## src/rtl/axilrd2wbx_if.sv

```systemverilog
// rtl/axilrd2wbx_if.sv - AXI-lite read channel and pipelined Wishbone master bundle for axilrd2wbx
interface axilrd2wbx_if #(
    parameter int C_AXI_DATA_WIDTH = 32,
    parameter int C_AXI_ADDR_WIDTH = 28
);
    localparam int AW = C_AXI_ADDR_WIDTH - $clog2(C_AXI_DATA_WIDTH/8);

    logic                          i_axi_arvalid;
    logic                          o_axi_arready;
    logic [C_AXI_ADDR_WIDTH-1:0]   i_axi_araddr;
    logic [2:0]                    i_axi_arprot;
    logic                          o_axi_rvalid;
    logic                          i_axi_rready;
    logic [C_AXI_DATA_WIDTH-1:0]   o_axi_rdata;
    logic [1:0]                    o_axi_rresp;
    logic                          o_wb_cyc;
    logic                          o_wb_stb;
    logic [AW-1:0]                 o_wb_addr;
    logic [C_AXI_DATA_WIDTH/8-1:0] o_wb_sel;
    logic                          i_wb_stall;
    logic                          i_wb_ack;
    logic                          i_wb_err;
    logic [C_AXI_DATA_WIDTH-1:0]   i_wb_data;

    // Bridge side: AXI-lite read slave that masters the Wishbone bus.
    modport slave (
        input  i_axi_arvalid, i_axi_araddr, i_axi_arprot, i_axi_rready,
        input  i_wb_stall, i_wb_ack, i_wb_err, i_wb_data,
        output o_axi_arready, o_axi_rvalid, o_axi_rdata, o_axi_rresp,
        output o_wb_cyc, o_wb_stb, o_wb_addr, o_wb_sel
    );

    modport master (
        output i_axi_arvalid, i_axi_araddr, i_axi_arprot, i_axi_rready,
        output i_wb_stall, i_wb_ack, i_wb_err, i_wb_data,
        input  o_axi_arready, o_axi_rvalid, o_axi_rdata, o_axi_rresp,
        input  o_wb_cyc, o_wb_stb, o_wb_addr, o_wb_sel
    );
endinterface

```

## src/rtl/axilrd2wbx.sv

```systemverilog
// rtl/axilrd2wbx.sv - AXI-lite read to pipelined Wishbone bridge with in-order response FIFO
module axilrd2wbx #(
    parameter int C_AXI_DATA_WIDTH = 32,
    parameter int C_AXI_ADDR_WIDTH = 28,
    parameter int LGFIFO           = 3,
    parameter int OPT_TIMEOUT      = 0
) (
    input  logic          i_clk,
    input  logic          i_axi_reset_n,
    axilrd2wbx_if.slave   bus,
    output logic          o_timeout
);
    localparam int DW   = C_AXI_DATA_WIDTH;
    localparam int LSB  = $clog2(DW/8);
    localparam int AW   = C_AXI_ADDR_WIDTH - LSB;
    localparam int FLEN = 1 << LGFIFO;
    localparam logic [LGFIFO:0] FLEN_C = (LGFIFO+1)'(FLEN);

    typedef enum logic {S_RUN, S_FLUSH} state_t;
    state_t state_q, state_d;

    logic              ready_en;
    logic [LGFIFO:0]   inflight, pending, wb_outstanding, wr_ptr, rd_ptr;
    logic [DW+1:0]     mem [FLEN];
    logic              flushing, ar_hs, r_hs, stb_acc, ack_v, err_v, tmo_fire, err_evt;
    logic              wr_evt, out_load, fifo_empty, bypass, fifo_push, fifo_pop;
    logic [DW+1:0]     wr_word;
    wire               unused_ok = &{1'b0, bus.i_axi_arprot, bus.i_axi_araddr[LSB-1:0]};

    assign flushing = (state_q == S_FLUSH);
    assign bus.o_axi_arready = ready_en && !flushing && (inflight < FLEN_C)
                               && (!bus.o_wb_stb || !bus.i_wb_stall);
    assign ar_hs    = bus.i_axi_arvalid && bus.o_axi_arready;
    assign r_hs     = bus.o_axi_rvalid && bus.i_axi_rready;
    assign stb_acc  = bus.o_wb_stb && !bus.i_wb_stall;
    assign ack_v    = bus.o_wb_cyc && bus.i_wb_ack;
    assign err_v    = bus.o_wb_cyc && bus.i_wb_err;
    assign err_evt  = err_v || tmo_fire;
    assign bus.o_wb_cyc = bus.o_wb_stb || (wb_outstanding != '0);
    assign bus.o_wb_sel = '1;

    // pending = accepted requests that have not yet produced a response word;
    // while flushing each one is turned into an SLVERR entry, one per clock.
    assign wr_evt  = ack_v || err_v || (flushing && (pending != '0));
    assign wr_word = (ack_v && !err_v) ? {bus.i_wb_data, 2'b00} : {{DW{1'b0}}, 2'b10};

    // An empty FIFO hands a fresh response straight to the output register.
    assign fifo_empty = (wr_ptr == rd_ptr);
    assign out_load   = !bus.o_axi_rvalid || bus.i_axi_rready;
    assign bypass     = out_load && fifo_empty && wr_evt;
    assign fifo_push  = wr_evt && !bypass;
    assign fifo_pop   = out_load && !fifo_empty;

    always_comb begin
        state_d = state_q;
        case (state_q)
            S_RUN:   if (err_evt) state_d = S_FLUSH;
            S_FLUSH: if (inflight == '0) state_d = S_RUN;
            default: state_d = S_RUN;
        endcase
    end

    generate
        if (OPT_TIMEOUT > 0) begin : g_wd
            localparam int TW = $clog2(OPT_TIMEOUT + 1);
            logic [TW-1:0] wd_cnt;

            assign tmo_fire = bus.o_wb_cyc && !ack_v && !stb_acc
                              && (wd_cnt == TW'(OPT_TIMEOUT - 1));

            always_ff @(posedge i_clk or negedge i_axi_reset_n) begin
                if (!i_axi_reset_n) begin
                    wd_cnt    <= '0;
                    o_timeout <= 1'b0;
                end else begin
                    o_timeout <= tmo_fire;
                    if (!bus.o_wb_cyc || ack_v || stb_acc || err_evt)
                        wd_cnt <= '0;
                    else
                        wd_cnt <= wd_cnt + 1'b1;
                end
            end
        end else begin : g_nowd
            assign tmo_fire  = 1'b0;
            assign o_timeout = 1'b0;
        end
    endgenerate

    always_ff @(posedge i_clk or negedge i_axi_reset_n) begin
        if (!i_axi_reset_n) begin
            state_q          <= S_RUN;
            ready_en         <= 1'b0;
            inflight         <= '0;
            pending          <= '0;
            wb_outstanding   <= '0;
            wr_ptr           <= '0;
            rd_ptr           <= '0;
            bus.o_wb_stb     <= 1'b0;
            bus.o_wb_addr    <= '0;
            bus.o_axi_rvalid <= 1'b0;
            bus.o_axi_rdata  <= '0;
            bus.o_axi_rresp  <= 2'b00;
        end else begin
            state_q  <= state_d;
            ready_en <= 1'b1;
            inflight <= inflight + (LGFIFO+1)'(ar_hs) - (LGFIFO+1)'(r_hs);
            pending  <= pending + (LGFIFO+1)'(ar_hs) - (LGFIFO+1)'(wr_evt);

            if (err_evt) begin
                bus.o_wb_stb   <= 1'b0;
                wb_outstanding <= '0;
            end else begin
                if (!bus.o_wb_stb || !bus.i_wb_stall) begin
                    bus.o_wb_stb <= ar_hs;
                    if (ar_hs)
                        bus.o_wb_addr <= bus.i_axi_araddr[C_AXI_ADDR_WIDTH-1:LSB];
                end
                wb_outstanding <= wb_outstanding + (LGFIFO+1)'(stb_acc) - (LGFIFO+1)'(ack_v);
            end

            if (fifo_push) wr_ptr <= wr_ptr + 1'b1;
            if (fifo_pop)  rd_ptr <= rd_ptr + 1'b1;

            if (out_load) begin
                bus.o_axi_rvalid <= !fifo_empty || wr_evt;
                if (!fifo_empty)
                    {bus.o_axi_rdata, bus.o_axi_rresp} <= mem[rd_ptr[LGFIFO-1:0]];
                else if (wr_evt)
                    {bus.o_axi_rdata, bus.o_axi_rresp} <= wr_word;
            end
        end
    end

    always_ff @(posedge i_clk) begin
        if (fifo_push)
            mem[wr_ptr[LGFIFO-1:0]] <= wr_word;
    end

endmodule

```

## src/flat_wrapper.sv

```systemverilog
// flat-port wrapper written by rule: the top's interface ports become plain ports
module axilrd2wbx_flat 
#(
    parameter int C_AXI_DATA_WIDTH = 32,
    parameter int C_AXI_ADDR_WIDTH = 28,
    parameter int LGFIFO           = 3,
    parameter int OPT_TIMEOUT      = 0
)
  (i_clk, i_axi_reset_n, o_timeout, bus_i_axi_arvalid, bus_i_axi_araddr, bus_i_axi_arprot, bus_i_axi_rready, bus_i_wb_stall, bus_i_wb_ack, bus_i_wb_err, bus_i_wb_data, bus_o_axi_arready, bus_o_axi_rvalid, bus_o_axi_rdata, bus_o_axi_rresp, bus_o_wb_cyc, bus_o_wb_stb, bus_o_wb_addr, bus_o_wb_sel);
  axilrd2wbx_if #(.C_AXI_DATA_WIDTH(C_AXI_DATA_WIDTH), .C_AXI_ADDR_WIDTH(C_AXI_ADDR_WIDTH)) bus_i ();
  input  logic i_clk;
  input  logic i_axi_reset_n;
  output logic o_timeout;
  input wire logic [$bits(bus_i.i_axi_arvalid)-1:0] bus_i_axi_arvalid;
  input wire logic [$bits(bus_i.i_axi_araddr)-1:0] bus_i_axi_araddr;
  input wire logic [$bits(bus_i.i_axi_arprot)-1:0] bus_i_axi_arprot;
  input wire logic [$bits(bus_i.i_axi_rready)-1:0] bus_i_axi_rready;
  input wire logic [$bits(bus_i.i_wb_stall)-1:0] bus_i_wb_stall;
  input wire logic [$bits(bus_i.i_wb_ack)-1:0] bus_i_wb_ack;
  input wire logic [$bits(bus_i.i_wb_err)-1:0] bus_i_wb_err;
  input wire logic [$bits(bus_i.i_wb_data)-1:0] bus_i_wb_data;
  output wire logic [$bits(bus_i.o_axi_arready)-1:0] bus_o_axi_arready;
  output wire logic [$bits(bus_i.o_axi_rvalid)-1:0] bus_o_axi_rvalid;
  output wire logic [$bits(bus_i.o_axi_rdata)-1:0] bus_o_axi_rdata;
  output wire logic [$bits(bus_i.o_axi_rresp)-1:0] bus_o_axi_rresp;
  output wire logic [$bits(bus_i.o_wb_cyc)-1:0] bus_o_wb_cyc;
  output wire logic [$bits(bus_i.o_wb_stb)-1:0] bus_o_wb_stb;
  output wire logic [$bits(bus_i.o_wb_addr)-1:0] bus_o_wb_addr;
  output wire logic [$bits(bus_i.o_wb_sel)-1:0] bus_o_wb_sel;
  assign bus_i.i_axi_arvalid = bus_i_axi_arvalid;
  assign bus_i.i_axi_araddr = bus_i_axi_araddr;
  assign bus_i.i_axi_arprot = bus_i_axi_arprot;
  assign bus_i.i_axi_rready = bus_i_axi_rready;
  assign bus_i.i_wb_stall = bus_i_wb_stall;
  assign bus_i.i_wb_ack = bus_i_wb_ack;
  assign bus_i.i_wb_err = bus_i_wb_err;
  assign bus_i.i_wb_data = bus_i_wb_data;
  assign bus_o_axi_arready = bus_i.o_axi_arready;
  assign bus_o_axi_rvalid = bus_i.o_axi_rvalid;
  assign bus_o_axi_rdata = bus_i.o_axi_rdata;
  assign bus_o_axi_rresp = bus_i.o_axi_rresp;
  assign bus_o_wb_cyc = bus_i.o_wb_cyc;
  assign bus_o_wb_stb = bus_i.o_wb_stb;
  assign bus_o_wb_addr = bus_i.o_wb_addr;
  assign bus_o_wb_sel = bus_i.o_wb_sel;
  axilrd2wbx #(.C_AXI_DATA_WIDTH(C_AXI_DATA_WIDTH), .C_AXI_ADDR_WIDTH(C_AXI_ADDR_WIDTH), .LGFIFO(LGFIFO), .OPT_TIMEOUT(OPT_TIMEOUT)) u_core (.i_clk(i_clk), .i_axi_reset_n(i_axi_reset_n), .bus(bus_i), .o_timeout(o_timeout));
endmodule
```

## config.mk

```make
export PLATFORM = sky130hd
export DESIGN_NAME = axilrd2wbx_flat
export DESIGN_NICKNAME = d
export VERILOG_FILES = /design/src/rtl/axilrd2wbx_if.sv /design/src/rtl/axilrd2wbx.sv /design/src/flat_wrapper.sv
export SDC_FILE = /design/constraint.sdc
export NUM_CORES = 1
export LEC_CHECK = 0
export ABC_AREA = 1
export BUFFER_PORTS_ARGS = -buffer_cell sky130_fd_sc_hd__buf_2
export CAP_MARGIN = 20
export CORE_ASPECT_RATIO = 0.9
export CORE_MARGIN = 5
export CORE_UTILIZATION = 55
export CTS_BUF_LIST = sky130_fd_sc_hd__clkbuf_2
export DETAILED_ROUTE_END_ITERATION = 7
export GPL_TIMING_DRIVEN = 0
export PLACE_DENSITY = 0.78
export SLEW_MARGIN = 20
export SYNTH_ARGS = -nofsm -noshare
export SYNTH_HDL_FRONTEND = slang
export SYNTH_SLANG_ARGS = --single-unit
export TNS_END_PERCENT = 30
```

## constraint.sdc

```tcl
create_clock -name i_clk -period 3 [get_ports i_clk]
set_clock_uncertainty 0.2 [all_clocks]
set_input_delay 0.6 -clock i_clk [delete_from_list [all_inputs] [get_ports i_clk]]
set_output_delay 0.6 -clock i_clk [all_outputs]
set_load 0.005 [all_outputs]
```

==> results.sh <==
export IMPL_status="complete, no violations"
export IMPL_coreArea_sq_um=27100
export IMPL_synth_async_reset_ratio=0.239
export IMPL_leakagePower_nw=8.61
export IMPL_r2r_start="u_core.rd_ptr[2]"
export IMPL_worstPathArrival_ns=3.30
export IMPL_ys_warn_count=0
export IMPL_rows=57
export IMPL_final_antenna_net_count=0
export IMPL_grt_ovfl_total=0
export IMPL_start_util=0.558
export IMPL_syn_cell_area_sq_um=15100
export IMPL_start_kind="flop"
export IMPL_dr_first_iter_drc_count=1516
export IMPL_grt_pass1_wl_mm=62.8
export IMPL_holdCritStartpoint="bus_i_wb_data[25]"
export IMPL_ys_ff_latch=347
export IMPL_finalCriticalPeriod_ns=2.94
export IMPL_clock_root_buffer="clkbuf_2"
export IMPL_wl_per_cell_um=18.0
export IMPL_rrSetupSlack_ns=0.06
export IMPL_wirelength_mm=40.4
export IMPL_place_gp_congestion=0.818
export IMPL_critPathRequiredTime_ns=3.35
export IMPL_holdWs_ns=0.0557
export IMPL_clk_latency_ns=0.87
export IMPL_nNetsFinal=1911
export IMPL_min_path_cells=3
export IMPL_netlist_top_cells_area="edfxtp_1 52%, dfrtp_1 14%, nand2_1 14%, nand3_1 8.8%, inv_1 4.5%"
export IMPL_worst_pin_slew_ns=0.814
export IMPL_yosys_area_top_type="edfxtp_1"
export IMPL_io_buffer_count=127
export IMPL_cts_tree="yes"
export IMPL_die_h_um=167
export IMPL_grt_total_usage=0.261
export IMPL_power_total_mw=19.0
export IMPL_first_pass_iters=6
export IMPL_yosysTopAreaCellShare=0.524
export IMPL_r2r_end="u_core.mem[3][17]"
export IMPL_rsz0062_at_grt="false"
export IMPL_pin_count=139
export IMPL_cts_htree_levels=3
export IMPL_syn_to_final_growth_pct=20.0
export IMPL_clock_sinks=347
export IMPL_seq_area_frac_synth=0.661
export IMPL_clockBufferDepth=3
export IMPL_slew_headroom=0.455
export IMPL_hp_class="in2reg"
export IMPL_synth_cell_types=27
export IMPL_p_per_area_nw_per_um2=1050
export IMPL_min_to="u_core.mem[1][27]"
export IMPL_grt_use_met1=0.346
export IMPL_vdd_drop_max_mv=0.527
export IMPL_grt_max_degree=44
export IMPL_grt_use_met2=0.413
export IMPL_fin_crit_sh=0.982
export IMPL_vias=11900
export IMPL_hpwl_mm=25.6
export IMPL_die_x_um=185
export IMPL_r2r_cells=12
export IMPL_vias_per_cell=5.31
export IMPL_drc=0
export IMPL_finalMaxSlewViolations=0
export IMPL_cp_max_fo=14
export IMPL_syn_inst=1515
export IMPL_finalSetupViolCount=0
export IMPL_cp_startpoint="u_core.rd_ptr[2]"
export IMPL_path_clk_slew_ns=0.11
export IMPL_antenna_found_initial=1
export IMPL_place_ws_ns=-0.241
export IMPL_finalHoldViolCount=0
export IMPL_die_area_sq_um=30900
export IMPL_synth_area_per_cell_sq_um=9.99
export IMPL_crit_type="reg2reg"
export IMPL_cap_viol_max_count=0
export IMPL_end_kind="flop"
export IMPL_synth_edf_count=264
export IMPL_fmax_mhz=340
export IMPL_setup_ws_ns=0.0551
export IMPL_synth_flop_cell="edfxtp_1"
export IMPL_cts_inserted_buffers=85
export IMPL_drive_gt1_frac=0.188
export IMPL_grt_busiest_layer="met2"
export IMPL_grt_pass1_vias=11900
export IMPL_gr_usage_met3=0.0646
==> registers in the layout, indices dropped and copies added, names as in the netlist, 4 cells and up <==
register and cells:
u_core.mem 264, u_core.bus.o_axi_rdata 32, u_core.bus.o_wb_addr 26, u_core.inflight 4, u_core.pending 4, u_core.rd_ptr 4
u_core.wb_outstanding 4, u_core.wr_ptr 4
==> worst max path at each step <==
stage,end,depth (start not counted)
floorplan,u_core.mem[2][10],10
global placement,u_core.mem[7][30],10
detailed placement,u_core.mem[4][30],11
CTS,u_core.mem[6][6],12
global route,u_core.mem[3][27],12
finish,u_core.mem[3][17],12
==> worst max-delay path: stages (launching register included) <==
cell	delay [ns]
dfrtp_1	0.38
buf_4	0.19
clkinv_2	0.19
nand2_1	0.08
nand2_1	0.08
nor2_2	0.05
nand2_4	0.14
inv_2	0.15
nand2_2	0.18
nand2_4	0.19
nor2_4	0.38
buf_16	0.22
buf_16	0.17
==> cells by family (layout without fill, tap and decap cells) <==
kind of cell,Yosys count,after routing,share of synthesized area
adders and majority gates,20,20,0.0180
AOI/OAI and AO/OA,11,11,0.00405
and+or+nand+nor,858,860,0.238
DFF,347,347,0.661
buffers and inverters,268,638,0.0733
xor gates and xnor gates,9,9,0.00521
other,2,8,0.000496
==> synthesized netlist by cell type, drive strengths merged (2+ instances only) <==
library cell / instances
nand2: 552
nand3: 265
edfxtp: 264
inv: 187
dfrtp: 83
buf: 61
nor2: 39
clkbuf: 20
ha: 17
o21ai: 5
xor2: 5
a21oi: 4
xnor2: 4
fa: 3
conb: 2
==> area by class of cell <==
cell class	instances	area (sq um)
clock buffer	130	651
antenna	1	2.50
fill	1990	8940
inverter	187	706
clock inverter	28	160
buffer	81	405
sequential	347	10000
tap	354	443
timing repair buffer	212	1660
multi-input combinational	907	4140
==> metal layers <==
metal	share of wire	wire length, um
met5	0	0
met2	0.45	18400
met3	0.12	4730
met1	0.39	15700
met4	0.041	1660
==> stage by stage <==
| step | TNS, ns | instance area [sq um] | util | cells |
|---|---|---|---|---|
| final | 0 | 18200 | 0.670 | 2247 |
| after global routing | 0 | 18200 | 0.670 | 2247 |
| after CTS | -0.00677 | 18100 | 0.669 | 2244 |
| after detailed placement | -12.29 | 16600 | 0.611 | 2012 |
| after global placement | -477.28 | 16200 | 0.599 | 2001 |
| after floorplan | -58.29 | 15200 | - | 1520 |
==> report_power, final <==
part	switching, mW	internal, mW
logic	5.62	2.69
clock network	1.88	1.32
registers	0.506	6.98
==> layout by cell type (no fill, tap or decap), drive strengths merged <==
| cell type | instances |
|---|---|
| edfxtp | 264 |
| xnor2 | 4 |
| diode | 1 |
| a32oi | 1 |
| conb | 7 |
| inv | 189 |
| nand3b | 1 |
| xor2 | 5 |
| ha | 17 |
| bufinv | 2 |
| nand2 | 552 |
| nand3 | 265 |
| dfrtp | 83 |
| fa | 3 |
| buf | 207 |
| o21ai | 5 |
| clkbuf | 150 |
| nor2 | 41 |
| a21oi | 4 |
| nor3b | 1 |
| clkinv | 24 |
| a21o | 1 |
| dlygate4sd3 | 66 |
==> timing repair <==
| item | in CTS | in global routing |
|---|---|---|
| hold buffers | 66 | 0 |
| setup endpoints to repair | 165 | 45 |
| pin swaps | 4 | 2 |
| cloned | 2 | 0 |
| setup buffers | 6 | 2 |
| resized for setup | 5 | 1 |
| endpoints found under the hold margin | 288 | 0 |
No activity file was read; power rests on OpenSTA's default activity.
